File: src/rtl/btn_press_detect_pkg.sv
// Shared game package for the player-button path.
// Holds the debounce FSM state enum, the debounce counter width, the default
// stable-sample count, and a saturating increment used by the counters.
package btn_press_detect_pkg;

   localparam int CNT_W            = 8;
   localparam int STABLE_TICKS_DEF = 4;

   typedef enum logic [1:0] {
      ST_IDLE = 2'd0,
      ST_RISE = 2'd1,
      ST_HELD = 2'd2,
      ST_FALL = 2'd3
   } state_e;

   // Counters stick at all-ones instead of wrapping back to zero.
   function automatic logic [CNT_W-1:0] sat_inc(input logic [CNT_W-1:0] v);
      return (v == '1) ? v : v + 1'b1;
   endfunction

endpackage

File: src/rtl/btn_sync2.sv
// Two-flop synchroniser for an asynchronous single-bit input.
// Also used on the reset-button path.
// Ports:
//   clk  in   system clock
//   rst  in   synchronous active-high reset (clears both flops)
//   d    in   asynchronous input
//   q    out  synchronised copy of d, two clk cycles late
module btn_sync2 (
   input  logic clk,
   input  logic rst,
   input  logic d,
   output logic q
);

   logic meta_q;

   always_ff @(posedge clk) begin
      if (rst) begin
         meta_q <= 1'b0;
         q      <= 1'b0;
      end else begin
         meta_q <= d;
         q      <= meta_q;
      end
   end

endmodule

File: src/rtl/btn_press_detect.sv
// Debounced player-button press detector.
// The raw button is synchronised every clk, but only examined on slowen
// ticks. A level change is accepted after STABLE_TICKS consecutive equal
// samples; each accepted press yields a one-cycle press pulse.
// Build option: define AUTOREPEAT_EN to add auto-repeat pulses every
// REPEAT_TICKS slowen ticks while the button stays held. Without it, no
// repeat counter exists.
// Ports:
//   clk     in   system clock
//   rst     in   synchronous active-high reset
//   slowen  in   one-cycle sample strobe
//   btn     in   raw asynchronous button, active-high
//   press   out  one-cycle pulse per accepted press (or auto-repeat)
//   level   out  debounced button level
//
// state   | meaning
// IDLE    | debounced level 0, input stable low
// RISE    | level 0, counting consecutive high samples
// HELD    | level 1, input stable high
// FALL    | level 1, counting consecutive low samples
module btn_press_detect
   import btn_press_detect_pkg::*;
#(
   parameter int STABLE_TICKS = STABLE_TICKS_DEF,
   parameter int REPEAT_TICKS = 64
) (
   input  logic clk,
   input  logic rst,
   input  logic slowen,
   input  logic btn,
   output logic press,
   output logic level
);

   if (STABLE_TICKS < 2 || STABLE_TICKS > 255 ||
       REPEAT_TICKS < 1 || REPEAT_TICKS > 255) begin : g_param_check
      $error("btn_press_detect: STABLE_TICKS or REPEAT_TICKS out of range");
   end

   localparam logic [CNT_W-1:0] STABLE_C = CNT_W'(STABLE_TICKS);

   logic             btn_s;
   state_e           state_q, state_d;
   logic [CNT_W-1:0] cnt_q, cnt_d, cnt_inc;
   logic             level_q, level_d;
   logic             press_q, press_d;
   logic             enter_held;
   logic             rpt_fire;

   btn_sync2 u_sync (
      .clk (clk),
      .rst (rst),
      .d   (btn),
      .q   (btn_s)
   );

   assign cnt_inc = sat_inc(cnt_q);

   always_comb begin
      state_d    = state_q;
      cnt_d      = cnt_q;
      level_d    = level_q;
      enter_held = 1'b0;
      if (slowen) begin
         case (state_q)
            ST_IDLE: begin
               if (btn_s) begin
                  cnt_d   = CNT_W'(1);
                  state_d = ST_RISE;
               end
            end
            ST_RISE: begin
               if (!btn_s) begin
                  cnt_d   = '0;
                  state_d = ST_IDLE;
               end else if (cnt_inc == STABLE_C) begin
                  cnt_d      = '0;
                  state_d    = ST_HELD;
                  level_d    = 1'b1;
                  enter_held = 1'b1;
               end else begin
                  cnt_d = cnt_inc;
               end
            end
            ST_HELD: begin
               if (!btn_s) begin
                  cnt_d   = CNT_W'(1);
                  state_d = ST_FALL;
               end
            end
            ST_FALL: begin
               // Bounce back to high during release: no new press.
               if (btn_s) begin
                  cnt_d   = '0;
                  state_d = ST_HELD;
               end else if (cnt_inc == STABLE_C) begin
                  cnt_d   = '0;
                  state_d = ST_IDLE;
                  level_d = 1'b0;
               end else begin
                  cnt_d = cnt_inc;
               end
            end
            default: begin
               cnt_d   = '0;
               state_d = ST_IDLE;
            end
         endcase
      end
   end

`ifdef AUTOREPEAT_EN
   localparam logic [CNT_W-1:0] REPEAT_C = CNT_W'(REPEAT_TICKS);

   logic [CNT_W-1:0] rpt_q, rpt_d, rpt_inc;

   assign rpt_inc = sat_inc(rpt_q);

   // Counts only ticks spent steadily in HELD; any other tick (RISE, FALL,
   // or the tick that leaves HELD) restarts it from zero.
   always_comb begin
      rpt_d    = rpt_q;
      rpt_fire = 1'b0;
      if (slowen) begin
         if (state_q == ST_HELD && btn_s) begin
            if (rpt_inc == REPEAT_C) begin
               rpt_d    = '0;
               rpt_fire = 1'b1;
            end else begin
               rpt_d = rpt_inc;
            end
         end else begin
            rpt_d = '0;
         end
      end
   end

   always_ff @(posedge clk) begin
      if (rst) begin
         rpt_q <= '0;
      end else begin
         rpt_q <= rpt_d;
      end
   end
`else
   assign rpt_fire = 1'b0;
`endif

   // Masking with press_q keeps pulses apart even with slowen stuck high.
   assign press_d = (enter_held | rpt_fire) & ~press_q;

   always_ff @(posedge clk) begin
      if (rst) begin
         state_q <= ST_IDLE;
         cnt_q   <= '0;
         level_q <= 1'b0;
         press_q <= 1'b0;
      end else begin
         state_q <= state_d;
         cnt_q   <= cnt_d;
         level_q <= level_d;
         press_q <= press_d;
      end
   end

   assign press = press_q;
   assign level = level_q;

endmodule
File: config.mk
export PLATFORM = sky130hd
export DESIGN_NAME = btn_press_detect
export DESIGN_NICKNAME = d
export VERILOG_FILES = /design/src/rtl/btn_press_detect_pkg.sv /design/src/rtl/btn_sync2.sv /design/src/rtl/btn_press_detect.sv
export SDC_FILE = /design/constraint.sdc
export NUM_CORES = 1
export LEC_CHECK = 0
export CORE_MARGIN = 4
export CORE_UTILIZATION = 49
export CTS_CLUSTER_SIZE = 16
export DETAILED_ROUTE_END_ITERATION = 8
export MAX_ROUTING_LAYER = met4
export PLACE_DENSITY = 0.79
export SYNTH_ARGS = -nofsm -noshare
export SYNTH_HDL_FRONTEND = slang
export SYNTH_SLANG_ARGS = --single-unit
export TNS_END_PERCENT = 30
File: constraint.sdc
create_clock -name clk -period 2.1 [get_ports clk]
set_clock_uncertainty 0.1 [all_clocks]
set_input_delay 0.42 -clock clk [delete_from_list [all_inputs] [get_ports clk]]
set_output_delay 0.42 -clock clk [all_outputs]
set_load 0.02 [all_outputs]
Yosys cells after proc, flatten, opt, wreduce, memory -nomap -nowiden:

Index checks and enable logic that the tools add are counted.

* register bits: 14
* input bits: 4
* output and inout bits: 2
* logic and storage cells: 50

* $add $sub $neg: 1
* equality and inequality tests: 13
* mux-type cells: 23
* bitwise logic cells: 2
* reductions and logical operators: 5

Operators by type and width (number)
* $mux W8: 6
* $pmux W8 S4: 1
* $mux W2: 6
* $add A8 B1 Y8 const B: 1
* $eq A8 B3 Y1 const B: 1
* $eq A8 B8 Y1 const B: 1
* $mux W1: 8
* $ne A2 B2 Y1 const B: 4
* $pmux W2 S4: 1
* $reduce_and A6 Y1: 1
* $reduce_and A5 Y1: 1
* $eq A2 B2 Y1 const B: 2
* $ne A2 B1 Y1 const B: 2
* $ne A3 B2 Y1 const B: 1
* $ne A3 B3 Y1 const B: 1
* $reduce_and A3 Y1: 1
* $eq A2 B1 Y1 const B: 1
* $logic_not A2 Y1: 1
* $pmux W1 S2: 1
* $reduce_bool A2 Y1: 1
* $and A1 B1 Y1: 1
* $not A1 Y1: 1

Logic depth before layout (Yosys ltp):

* depth in word-level cells: 8
* mapped depth: 5
* gate-level depth less buffers: 5

Cells and area by module:

Synthesis repeated with hierarchy kept, for this count alone.

* cell total of the unflattened synthesis: 95
* area, all modules: 799.5 µm²

Modules (own cells, without submodules)
* btn_press_detect: times used 1, cells each 91, area each 747.0 µm², sequential area each 240.2 µm²
* btn_sync2: times used 1, cells each 4, area each 52.6 µm², sequential area each 40.0 µm²

Worst setup path after synthesis:

No wires, ideal clock.

* path kind: flip-flop to flip-flop
* start point: register cnt_q[4]
* end point: register level_q, in the netlist level
* setup time: 0.074 ns
* arrival time: 1.978 ns
* required time: 1.926 ns
* slack: -0.052 ns
* stages on the path, launching flop included: 5
* buffers on the path: 0
* period minus slack after synthesis: 2.152 ns
* cell sequence: dfxtp_1 > or4b_1 > or4_4 > or4b_1 > a31oi_1

* longest elaborated chain between the ends: 5
* elaborated cells between the ends (all ways): 7
* classes of those cells: add/sub (1); eq/ne (4); mux (1); reduce/logical (1)

Ends and longest elaborated chain
* start: declaration: RTL line btn_press_detect.sv:44 `logic [CNT_W-1:0] cnt_q, cnt_d, cnt_inc;`
* start signal: assignment: RTL line btn_press_detect.sv:160 `cnt_q <= cnt_d;`
* $add A8 B1 Y8 / $eq A8 B8 Y1 (equally long branches): RTL line btn_press_detect_pkg.sv:18 `return (v == '1) ? v : v + 1'b1;`
* $mux W8 (*): RTL line btn_press_detect_pkg.sv:18
* $eq A8 B3 Y1 (*): RTL line btn_press_detect.sv:76, btn_press_detect.sv:96
* $ne A2 B2 Y1 (no line)
* $reduce_and A6 Y1 (no line) (*)
* end signal: assignment: RTL line btn_press_detect.sv:161 `level_q <= level_d;`
* end: declaration: RTL line btn_press_detect.sv:45 `logic level_q, level_d;`

Mark *: on every way between the ends. The rest lies on a longest branch, timed or not.
A chain may end at the register's enable or synchronous reset.

Worst setup path in the final report:

* start point: register cnt_q[7]
* end point: register level_q, in the netlist level

Same word-level chain as after synthesis.

==> results_dict.tcl <==
set metrics [dict create \
    outcome "complete, but fails checks" \
    violations "setup timing" \
    vias_per_cell 6.364 \
    crit_arrival_ns 2.24 \
    firstDrtPassIters 4 \
    cts_made_buffers 3 \
    ff2ff_path_depth 4 \
    die_h_microns 47.24 \
    numPortBuffers 5 \
    synth_flop_cell "dfxtp_1" \
    peakVddDrop_mv 0.4046 \
    tightest_slew_ns 0.5196 \
    dp_hpwl_microns 1221 \
    finalSetupTns_ns -0.01653 \
    clock-sinks 14 \
    detail_route.wl_per_cell_microns 14.67 \
    clk_latency_ns 0.28 \
    cts_buffer_depth 2 \
    required_ns 2.22 \
    drt_iter0_drc 66 \
    synth-simple-area-share_pct 29.02 \
    io_pins 6 \
    dieWidth_microns 47.24 \
    grt_setup_unrepaired "yes" \
    slew_violations 0 \
    hold_start "u_sync.meta_q$_SDFF_PP0_" \
    fin_crit_ns 2.117 \
    start_util_pct 54.57 \
    slew_headroom_pct 65.13 \
    ys_seq_area_share_pct 37.15 \
    cts-root-buf "clkbuf_4" \
    drc 0 \
    final_common_cell "dfxtp_1" \
    min_path_type "flop to flop" \
    grt_overflow 0 \
    synthAdderAreaFrac_pct 1.658 \
    yosys_warnings 0 \
    nNetsFinal 112 \
    crit_path_end_kind "flop" \
    rows 13 \
    synth_seq_cells 14 \
    detail-route-antenna-nets 0 \
    rrSetupSlack_ns -0.02 \
    grt_pass1_vias 712 \
    finalCritPeriodShare_pct 100.8 \
    grt_max_degree 13 \
    synthArstFlopShare_pct 0 \
    synth_compound_area_share_pct 23.55 \
    routed_wl_microns 1775 \
    max_freq_ghz 0.4725 \
    h-tree-depth 1 \
    fin_util_pct 66.79 \
    synth_top_area_share_pct 37.15 \
    drv_cap 0 \
    synth_top_area_cell "dfxtp_1" \
    critPathMaxFanout 5 \
    avgSynthCellArea_sq_um 8.113 \
    leakagePower_nw 0.3364 \
    synthCells 93 \
    setup_viol 1 \
    cp-start-kind "flop" \
    place_area_sq_um 868.3 \
    yosys-top-cells-area "dfxtp_1 (37%), a21oi_1 (6.6%), o21ai_0 (4.6%), nand3_1 (3.3%), or4b_1 (2.7%)" \
    routabilityCongestion 0.8552 \
    whs_path_depth 1 \
    criticalPathCategory "flop to flop" \
    synth_top_family_by_area "simple AND/OR/NAND/NOR gates" \
    synth_enable_flop_cells 0 \
    grt_pass1_wl_microns 3077 \
    stdcell_area_sq_um 923.4 \
    mostFrequentLayoutCells "dfxtp_1 (12), a21oi_1 (9), buf_4 (8), o21ai_0 (7)" \
    fillCellCount 116 \
    mappedNetlistArea_sq_um 754.5 \
    num_vias 770 \
    layout-drive-gt1-share_pct 19.81 \
    cts.clk_slew.worst_paths_ns 0.08 \
    hold_viol 0 \
    reg2reg_from "cnt_q[7]$_SDFFE_PP0P_" \
    grt_antenna_before_repair 0 \
    min_to "u_sync.q$_SDFF_PP0_" \
    area_growth_pct 22.39 \
    grt.total_usage_pct 20.35 \
    synthXorXnorAreaFrac_pct 4.643 \
    diodes 0 \
    r2r_end "level$_SDFFE_PP0P_" \
    fp.coreArea_sq_mm 0.001383 \
    synth.distinct_cells 33 \
    synth_mux_area_share_pct 0 \
    syn_nets 98 \
    worst_slack_ns -0.01653 \
    cts_tree "yes" \
    die_area_sq_mm 0.002232 \
    power.density_mw_per_mm2 555.9 \
]
-- timing repair --
action | CTS | global route
gates resized for setup | 2 | 4
setup endpoints to repair | 2 | 3
setup buffers | 0 | 0
hold buffers | 0 | 0
hold endpoints to repair | 0 | 0
gates cloned | 0 | 0
-- report_power, final --
group          switching, mW  internal (mW)
clock network         0.0904          0.106
registers            0.00536          0.270
logic                 0.0210         0.0210
-- area by class of cell --
| type | instances | area, sq um | share of cell area [%] |
|---|---|---|---|
| Timing Repair Buffer | 13 | 110.1 | 11.92 |
| Clock buffer | 4 | 36.28 | 3.930 |
| Sequential cell | 14 | 285.3 | 30.89 |
| Tap cell | 15 | 18.77 | 2.033 |
| Inverter | 4 | 15.01 | 1.626 |
| Multi-Input combinational cell | 71 | 457.9 | 49.59 |
-- logic make-up (layout without fill, tap and decap cells) --
group / count (synthesis) / count (layout)
adders and majority gates: 1 / 1
xor gates and xnor gates: 4 / 4
DFF: 14 / 14
buffers and inverters: 8 / 21
AOI/OAI and AO/OA: 29 / 29
and+or+nand+nor: 37 / 37
-- metal layers --
layer | vias up | GRT usage (%) | routed length, microns
met5 | - | - | 0
met4 | 0 | 12.15 | 68
met3 | 9 | 2.299 | 118
met2 | 37 | 30.75 | 746
met1 | 342 | 25.63 | 842
li1 | 382 | - | -
-- Yosys cell counts, types with 2 or more instances --
cell type  number
or3_1           2
xnor2_1         2
o21ai_0         7
a21oi_1        10
and3_1          3
a31oi_1         3
dfxtp_1        14
nand4_1         3
nand3_1         5
nor2_1          5
clkbuf_1        4
or4b_1          2
nand2_1         5
inv_1           4
nor2b_1         3
xor2_1          2
nor3_1          3
-- worst max-delay path, stage by stage, from the launching register on --
cell and delay, ns:
dfxtp_2 0.33, or4b_4 0.53, or4_4 0.45, or4b_1 0.47, a31oi_1 0.16
-- state kept, by name, indices dropped and copies added (netlist names), named ones only --
name	cells
cnt_q	8
press	1
u_sync.meta_q	1
level	1
u_sync.q	1
state_q	1
-- metrics by stage --
step | power, mW | setup slack [ns] | hold WS, ns | instances
finish | 0.5133 | -0.01653 | 0.3491 | 121
global route | 0.5370 | -0.06182 | 0.3778 | 121
CTS | 0.5174 | -0.01267 | 0.3568 | 121
detailed placement | 0.3228 | -0.1773 | 0.3371 | 117
global placement | 0.3216 | -0.1408 | 0.3178 | 117
floorplan | 0.3020 | 0.03982 | 0.3138 | 93
-- worst max-delay path by stage --
stage	startpoint	endpoint	slack (ns)	depth (start not counted)
after CTS	cnt_q[7]$_SDFFE_PP0P_	level$_SDFFE_PP0P_	-0.01	4
after floorplan	cnt_q[5]$_SDFFE_PP0P_	level$_SDFFE_PP0P_	0.04	4
final	cnt_q[7]$_SDFFE_PP0P_	level$_SDFFE_PP0P_	-0.02	4
after detailed placement	slowen	level$_SDFFE_PP0P_	-0.18	5
after global routing	cnt_q[7]$_SDFFE_PP0P_	level$_SDFFE_PP0P_	-0.06	4
after global placement	slowen	level$_SDFFE_PP0P_	-0.14	5
(Power assumes the default switching activity.)
